===== src/rtl/csel_adder_pipe.sv =====
// Pipelined carry-select adder/subtractor; one SEG_W-bit segment per stage.
// Upper operand bits and resolved lower sum bits ride along in per-stage skew registers.
module csel_adder_pipe #(
    parameter int WIDTH = 32,
    parameter int SEG_W = 8
) (
    input  logic             clock,
    input  logic             reset_n,
    input  logic             in_valid,
    output logic             in_ready,
    input  logic [WIDTH-1:0] in_a,
    input  logic [WIDTH-1:0] in_b,
    input  logic             in_cin,
    input  logic             in_sub,
    output logic             out_valid,
    input  logic             out_ready,
    output logic [WIDTH-1:0] out_sum,
    output logic             out_cout,
    output logic             out_ovf,
    output logic             out_zero
);
    localparam int NSEG = WIDTH / SEG_W;

    if (WIDTH % SEG_W != 0) begin : g_bad_param
        $error("csel_adder_pipe: WIDTH %0d not a multiple of SEG_W %0d",
               WIDTH, SEG_W);
    end

    logic             w_adv;
    logic [WIDTH-1:0] w_a0;
    logic [WIDTH-1:0] w_b0;
    logic             w_c0;

    assign w_adv    = ~out_valid | out_ready;
    assign in_ready = w_adv;

    // Bubbles load zeros so unknown operands never enter the pipe.
    assign w_a0 = in_valid ? in_a : '0;
    assign w_b0 = in_valid ? (in_sub ? ~in_b : in_b) : '0;
    assign w_c0 = in_valid & (in_sub | in_cin);

    for (genvar k = 0; k < NSEG; k++) begin : g_st
        localparam int R  = WIDTH - k * SEG_W;
        localparam int LO = (k + 1) * SEG_W;

        logic [R-1:0]   w_ra;
        logic [R-1:0]   w_rb;
        logic           w_ci;
        logic           w_vi;
        logic [SEG_W:0] w_s0;
        logic [SEG_W:0] w_s1;
        logic [SEG_W:0] w_sel;
        logic [LO-1:0]  w_nsum;

        if (k == 0) begin : g_src
            assign w_ra   = w_a0;
            assign w_rb   = w_b0;
            assign w_ci   = w_c0;
            assign w_vi   = in_valid;
            assign w_nsum = w_sel[SEG_W-1:0];
        end else begin : g_src
            assign w_ra   = g_st[k-1].g_fw.r_a;
            assign w_rb   = g_st[k-1].g_fw.r_b;
            assign w_ci   = g_st[k-1].g_fw.r_c;
            assign w_vi   = g_st[k-1].g_fw.r_v;
            assign w_nsum = {w_sel[SEG_W-1:0], g_st[k-1].g_fw.r_s};
        end

        assign w_s0  = {1'b0, w_ra[SEG_W-1:0]} + {1'b0, w_rb[SEG_W-1:0]};
        assign w_s1  = {1'b0, w_ra[SEG_W-1:0]} + {1'b0, w_rb[SEG_W-1:0]}
                     + (SEG_W + 1)'(1);
        assign w_sel = w_ci ? w_s1 : w_s0;

        if (k < NSEG - 1) begin : g_fw
            logic [R-SEG_W-1:0] r_a;
            logic [R-SEG_W-1:0] r_b;
            logic [LO-1:0]      r_s;
            logic               r_c;
            logic               r_v;

            always_ff @(posedge clock or negedge reset_n) begin
                if (!reset_n) begin
                    r_a <= '0;
                    r_b <= '0;
                    r_s <= '0;
                    r_c <= 1'b0;
                    r_v <= 1'b0;
                end else if (w_adv) begin
                    r_a <= w_ra[R-1:SEG_W];
                    r_b <= w_rb[R-1:SEG_W];
                    r_s <= w_nsum;
                    r_c <= w_sel[SEG_W];
                    r_v <= w_vi;
                end
            end
        end else begin : g_out
            // MSB-sign form of (carry into MSB) ^ (carry out of MSB).
            always_ff @(posedge clock or negedge reset_n) begin
                if (!reset_n) begin
                    out_valid <= 1'b0;
                    out_sum   <= '0;
                    out_cout  <= 1'b0;
                    out_ovf   <= 1'b0;
                    out_zero  <= 1'b0;
                end else if (w_adv) begin
                    out_valid <= w_vi;
                    out_sum   <= w_nsum;
                    out_cout  <= w_sel[SEG_W];
                    out_ovf   <= (w_ra[SEG_W-1] ~^ w_rb[SEG_W-1])
                               & (w_sel[SEG_W-1] ^ w_ra[SEG_W-1]);
                    out_zero  <= (w_nsum == '0);
                end
            end
        end
    end

endmodule

===== config.mk =====
export PLATFORM = sky130hd
export DESIGN_NAME = csel_adder_pipe
export DESIGN_NICKNAME = d
export VERILOG_FILES = /design/src/rtl/csel_adder_pipe.sv
export SDC_FILE = /design/constraint.sdc
export NUM_CORES = 1
export LEC_CHECK = 0
export CAP_MARGIN = 5
export CELL_PAD_IN_SITES_DETAIL_PLACEMENT = 2
export CELL_PAD_IN_SITES_GLOBAL_PLACEMENT = 2
export CORE_ASPECT_RATIO = 0.8
export CORE_UTILIZATION = 44
export CTS_BUF_LIST = sky130_fd_sc_hd__clkbuf_4
export DETAILED_ROUTE_END_ITERATION = 7
export DONT_BUFFER_PORTS = 1
export PLACE_DENSITY_LB_ADDON = 0.2
export SYNTH_ARGS = -nofsm -noshare
export SYNTH_HDL_FRONTEND = slang
export SYNTH_SLANG_ARGS = --single-unit

===== constraint.sdc =====
create_clock -name clock -period 3.7 [get_ports clock]
set_input_delay 0.74 -clock clock [delete_from_list [all_inputs] [get_ports clock]]
set_output_delay 0.74 -clock clock [all_outputs]
set_load 0.01 [all_outputs]

[After elaboration in Yosys (flattened, before gate mapping)]
Index checks and enable logic that the tools add are counted.
Word-level totals
  flip-flop bits (word level): 186
  input bits: 70
  output and inout port bits: 37
  logic and storage cells: 44
Cells by class
  add/sub/neg operators: 8
  muxes and demuxes: 7
  bitwise logic cells: 8
  reductions and logical operators: 1
Operators with widths (count)
  2-to-1 mux 32 bit: 3
  adder 8 x 8 -> 9 bit: 4
  adder 9 x 1 -> 9 bit (second input constant): 4
  2-to-1 mux 9 bit: 4
  logical NOT 32 bit: 1
  NOT 32 bit: 1
  AND 1 bit: 2
  OR 1 bit: 2
  NOT 1 bit: 1
  bitwise XNOR 1 bit: 1
  XOR 1 bit: 1

[Longest topological paths before layout]
  depth in word-level cells: 6
  depth in mapped cells: 12

[Least setup slack after synthesis]
Ideal clock, no wire load.
  kind: in2reg
  start point: in in_sub
  end point: reg g_st[0].g_fw.r_c
  arrival: 3.557 ns
  data required time: 3.606 ns
  slack: 0.049 ns
  stages on the path: 12
  buffers on the path: 2
  cell sequence: clkbuf_1 buf_1 xor2_1 and2_1 ha_1 fa_1 and3_1 o21ai_0 and2_1 nand4b_1 o311a_1 a211oi_1
On the way
  word-level cells in the longest chain between the ends: 5
  elaborated cells on any way between the ends: 7
  those cells by class: add/sub (2); mux (3); bitwise (2)
RTL lines
  start, declared: line 14  | input logic in_sub,
  2-to-1 mux 32 bit (2 in a row): line 39  | assign w_b0 = in_valid ? (in_sub ? ~in_b : in_b) : '0;
  adder 8 x 8 -> 9 bit: line 69, 70
  adder 9 x 1 -> 9 bit: line 71  | + (SEG_W + 1)'(1);
  2-to-1 mux 9 bit (*): line 72  | assign w_sel = w_ci ? w_s1 : w_s0;
  end signal, assigned: line 92  | r_c <= w_sel[SEG_W];
  end, declared: line 78  | logic r_c;
Mark *: on every way between the ends. The rest lies on a longest branch, timed or not.
A chain may end at the register's enable or synchronous reset.

[Worst setup path in the final report]
  start point: reg g_st[2].g_fw.r_b[0]
  end point: reg out_zero
On the way
  word-level cells in the longest chain between the ends: 4
RTL lines
  start, declared: line 76  | logic [R-SEG_W-1:0] r_b;
  start signal, assigned: line 90  | r_b <= w_rb[R-1:SEG_W];
  adder 8 x 8 -> 9 bit (*): line 69, 70
  adder 9 x 1 -> 9 bit: line 71
  2-to-1 mux 9 bit (*): line 72
  logical NOT 32 bit (*): line 111  | out_zero <= (w_nsum == '0);
  end signal, assigned: line 111
  end, declared: line 20  | output logic out_zero
Marked as above.

==> impl_metrics.toml <==
[route]
ant_nets = 0
drt_first_pass_iters = 4
routed_via_density = 5.423
via_count = 6979
wl_per_cell_um = 18.13
drc = 0
totalWireLength_um = 23330
initialDrtViolationCount = 309

[synthesis]
synth-edff-count = 0
syn-num-nets = 1140
synth_cell_types = 56
yosys_warnings = 0
ys_ff_latch = 186
synthArstFlopShare_pct = 100.0
synth_seq_area_share_pct = 50.31
netlist_area_um2 = 9251
synth.avg_cell_area_um2 = 8.982
netlist_instances = 1030
synthFlopType = "dfrtp_1"

[clock_network]
ctsResizeCount = 0
clock_latency_ns = 0.60
clk_path_buf_depth = 2
post_cts_buffers = 0
clock_sinks = 186
h-tree-depth = 4
cts_tree = "done"
cts_buffers = 17
clkSlewWorstSetupHoldPaths_ns = 0.17
clock-root-buffer = "clkbuf_4"

[power_and_ir_drop]
p_switching_mw = 3.254
cellPowerDensity_nw_per_um2 = 781.1
p_sw_share_pct = 42.63
pwr-share-comb_pct = 38.8
p_int_mw = 4.378
pwr-share-clk_pct = 16.0
ir_drop_mv = 0.3845
leakagePower_nw = 4.785
power_frac_seq_pct = 45.2

[sta]
relSlewSlack_pct = 42.40
report.final.hold_viol_count = 186
fin_skew_ns = 0.02517
setup_viol = 0
worst_slew_pin_slew_ns = 0.8619
rsz0062_at_grt = "false"
setup_tns_ns = 0
fmax_ghz = 0.3532
slew_viol_final = 0
fin_crit_ns = 2.831
hold_ws_ns = -0.1978
min_period_over_period_pct = 76.52

[final_layout]
drive_gt1_share_pct = 5.408
mostFrequentLayoutCell = "nand2_1"
final_cell_mix = "399 x nand2_1, 186 x dfrtp_1, 56 x xnor2_1"
nets = 1114
syn2layout_area_growth_pct = 5.613

[die]
core_area_um2 = 20640
core.rowCount = 47
ios = 107
die_h_um = 131.7
start_util_pct = 44.82
dieArea_um2 = 21610
die_x_um = 164.1

[global_route]
antenna_found_initial = 1
grt_pass1_wl_um = 39390
grt_overflow = 0
grt_max_degree = 193
grt_pass1_vias = 7739
grt_use_total_pct = 23.21

[worst_setup_path]
max_stage_delay_ns = 0.44
crit_path_start_kind = "register"
crit_type = "reg2reg"
worstPathCellList = "ha_1, fa_1, a211oi_2, o211ai_1, nor4_1, nand4_1, xnor2_1, o41ai_2"
worst_setup_path_end_kind = "register"
critPathSlowestCell = "fa_1"
cp_max_fo = 5
cp.arrival_ns = 3.34
required_ns = 4.21

[placed_design]
numPortBuffers = 0
place_congestion = 0.7389
hpwlAfterDp_um = 16200

[hold_path]
hold_class = "in2async"

[outcome]
violations = "negative hold slack"
status = "complete, but fails checks"

[job]
maxCapViolCount = 0
synthesized netlist by cell type (8+ instances only):
| cell type | number | area, um^2 |
|---|---|---|
| xor2_1 | 16 | 140.1 |
| and3_1 | 9 | 56.30 |
| nor4_1 | 9 | 56.30 |
| nand3_1 | 30 | 150.1 |
| buf_1 | 11 | 41.29 |
| and2_1 | 17 | 106.4 |
| nor2_1 | 42 | 157.7 |
| o21ai_0 | 52 | 260.3 |
| dfrtp_1 | 186 | 4654 |
| nand4_1 | 8 | 50.05 |
| nand2_1 | 399 | 1498 |
| ha_1 | 36 | 450.4 |
| a21oi_1 | 23 | 115.1 |
| xnor2_1 | 56 | 490.5 |
| clkbuf_1 | 38 | 142.6 |
path summary, 6_finish.rpt:
path	slack [ns]	startpoint	endpoint	depth (start not counted)
setup / recovery	0.87	g_st[2].g_fw.r_b[0]	out_zero	8
hold / removal	-0.20	reset_n	out_sum[23]	0
setup reg to reg	0.87	g_st[2].g_fw.r_b[0]	out_zero	8
hold reg to reg	0.48	g_st[2].g_fw.r_v	g_st[2].g_fw.r_v	2
max in group asynchronous	3.52	reset_n	g_st[0].g_fw.r_a[1]	0
min in group clock	0.24	in_valid	g_st[0].g_fw.r_a[14]	2
stage by stage:
stage	util (%)	total power [mW]	std cells	area (um^2)	worst slack (ns)
floorplan	-	5.587	1030	9251	0.04947
global placement	45.81	6.230	1254	9457	0.5312
detailed placement	45.81	6.491	1254	9457	0.3717
finish	47.34	7.632	1287	9771	0.8687
global route	47.34	8.269	1287	9771	0.6466
CTS	47.32	7.759	1286	9768	0.8628
cell families (layout without fill, tap and decap cells):
family | after synthesis | after routing | share of synthesized area, %
and+or+nand+nor | 546 | 546 | 24.93
DFF | 186 | 186 | 50.31
AOI/OAI and AO/OA | 123 | 123 | 8.791
xor gates and xnor gates | 74 | 74 | 7.249
buffers and inverters | 54 | 41 | 2.191
adders and majority gates | 40 | 40 | 5.734
muxes | 7 | 7 | 0.7979
other | 0 | 1 | 0
state kept, by name, indices dropped and copies added, names as in the netlist:
signal / count
g_st.g_fw.r_a: 48
g_st.g_fw.r_b: 48
g_st.g_fw.r_c: 3
g_st.g_fw.r_s: 48
g_st.g_fw.r_v: 3
out_cout: 1
out_ovf: 1
out_sum: 32
out_valid: 1
out_zero: 1
cell type report:
class,count,area [um^2]
fill,2268,10870
sequential,186,4654
multi-input combinational,790,4402
tap,269,336.6
clock inverter,15,183.9
clock buffer,17,127.6
timing repair buffer,4,42.54
inverter,5,21.27
antenna,1,2.502
layer usage:
metal | vias up | part of all wire [%] | GRT usage [%]
li1 | 3351 | - | -
met1 | 3503 | 49 | 32.98
met2 | 117 | 47 | 36.08
met3 | 8 | 4.2 | 4.735
met4 | 0 | 0.59 | 5.864
met5 | - | 0 | 0
critical path: cells and delay by family, from the launching register on:
family	cells	cell delay [ns]
compound gates	3	0.86
fa+ha+maj	2	0.67
simple gates	2	0.60
flops	1	0.43
xor+xnor	1	0.20
power groups by stage:
stage               clock (mW)  sequential (mW)  combinational, mW
floorplan                    0             3.26               2.33
global placement             0             3.44               2.79
detailed placement           0             3.51               2.98
CTS                       1.28             3.46               3.02
global route              1.34             3.57               3.36
finish                    1.22             3.45               2.96
Note: power is estimated with default switching activity, not from simulation.
==> patch (same flow settings) <==
Set the parameter `WIDTH` to 64 (it was 32).
--- a/src/rtl/csel_adder_pipe.sv
+++ b/src/rtl/csel_adder_pipe.sv
@@ -2,5 +2,5 @@
 // Upper operand bits and resolved lower sum bits ride along in per-stage skew registers.
 module csel_adder_pipe #(
-    parameter int WIDTH = 32,
+    parameter int WIDTH = 64,
     parameter int SEG_W = 8
 ) (
Ports: changed (resized in_a, in_b and out_sum); port bits go from 107 to 203. No check against the original RTL was run, so the function may have changed too.
==> patch against the unedited design <==
  * The run ends with hold timing, slew limit left
  * Total power rose to 4.3 times the old value
  * Routed wire length increased to 5.5 times the old value
  * Setup slack worse by 0.67 ns
  * Sequential cell count rose by 568
  * Synthesized area grew to 3.5 times the old value
  * Combinational power rose to 3.6 times the old value
  * Cell area rose to 3.9 times the old value
  * Count of clock-buffer cells in the layout rose by 260
  * Critical endpoint is now in_ready
  * Largest power group unchanged
==> patch: results (changes against the unedited design) <==
[outcome]
status = finished, violations left
violations = hold timing, slew limit

[synthesis]
synthXorXnorAreaFrac = 0.0355  ; -0.0370
ys_seq_area_frac = 0.579  ; +0.0755
synth_fa_ha_area_frac = 0.0325  ; -0.0248
yosys.area.top_type_share = 0.579  ; +0.0755

[critical_path]
r2r-start = g_st[3].g_fw.r_a[0]$_DFFE_PN0P_
slowest_stage = nor2b_4
cp.arrival_ns = 2.76  ; -0.58 ns
rrSetupSlack_ns = 0.25  ; -0.62 ns
cp-endpoint = in_ready

[finish]
nFillCells = 7734  ; +240%
final_nets = 4118  ; +270%
multi_input_area_share = 0.345  ; -0.106
nNonClkInverters = 20  ; +15
ff_latch_area_um2 = 18900  ; +310%
seq_cell_count = 754  ; +310%

[timing]
hold_slack_ns = -0.649  ; -0.451 ns
hold_viol_final = 634  ; +240%
drv_slew = 706  ; +706
clock-skew-final_ns = 0.0610  ; +0.0358 ns
clock.fmax_mhz = 286  ; -19%
tightestPinTransition_ns = 2.99  ; +2.13 ns

[cts]
clk_pin_slew_ns = 0.07  ; -0.10 ns
numCtsBuffers = 190  ; +173
clk_latency_ns = 1.13  ; +0.53 ns

[drt]
drt_iter0_drc = 1989  ; +540%
drt_pre_antenna_iters = 5  ; +1
wl_per_cell_um = 25.6  ; +41%
vias_per_cell = 5.61  ; +3.5%

[power_and_ir_drop]
p_per_area_nw_per_um2 = 870  ; +11%

[placed_design]
placed_cells = 4465  ; +260%

[patch: changes by cell type in the layout (fill, tap and decap cells not counted), sizes merged, moves of 15 or more]
cell	change
o21ai	+74
nand3	+46
a21oi	+22
ha	+36
xnor2	+45
a211oi	+32
diode	+16
nand2	+1575
a21o	+15
dfrtp	+568
dlygate4sd3	+191
clkinv	+15
clkbuf	+260
[patch: layer usage]
layer / part of all wire / routed length [µm] / global-route usage
met5: 0.00021 / 27 / 0
met4: 0.050 / 6350 / 0.181
met2: 0.51 / 65500 / 0.609
met3: 0.040 / 5100 / 0.0579
met1: 0.40 / 50800 / 0.402
[patch: worst reg2reg max path, stage by stage (launching register included)]
cell and delay (ns):
dfrtp_1 0.40, ha_1 0.25, fa_1 0.47, a211oi_1 0.34, nor2_1 0.12, a2111oi_2 0.63, nand3_1 0.23, nor4b_1 0.44
xnor2_1 0.22, a21oi_1 0.14
[patch: power breakdown]
part	switching [mW]	internal, mW
Sequential	2.92	11.5
Combinational	7.21	3.46
Clock	3.94	3.80
Total	14.1	18.7
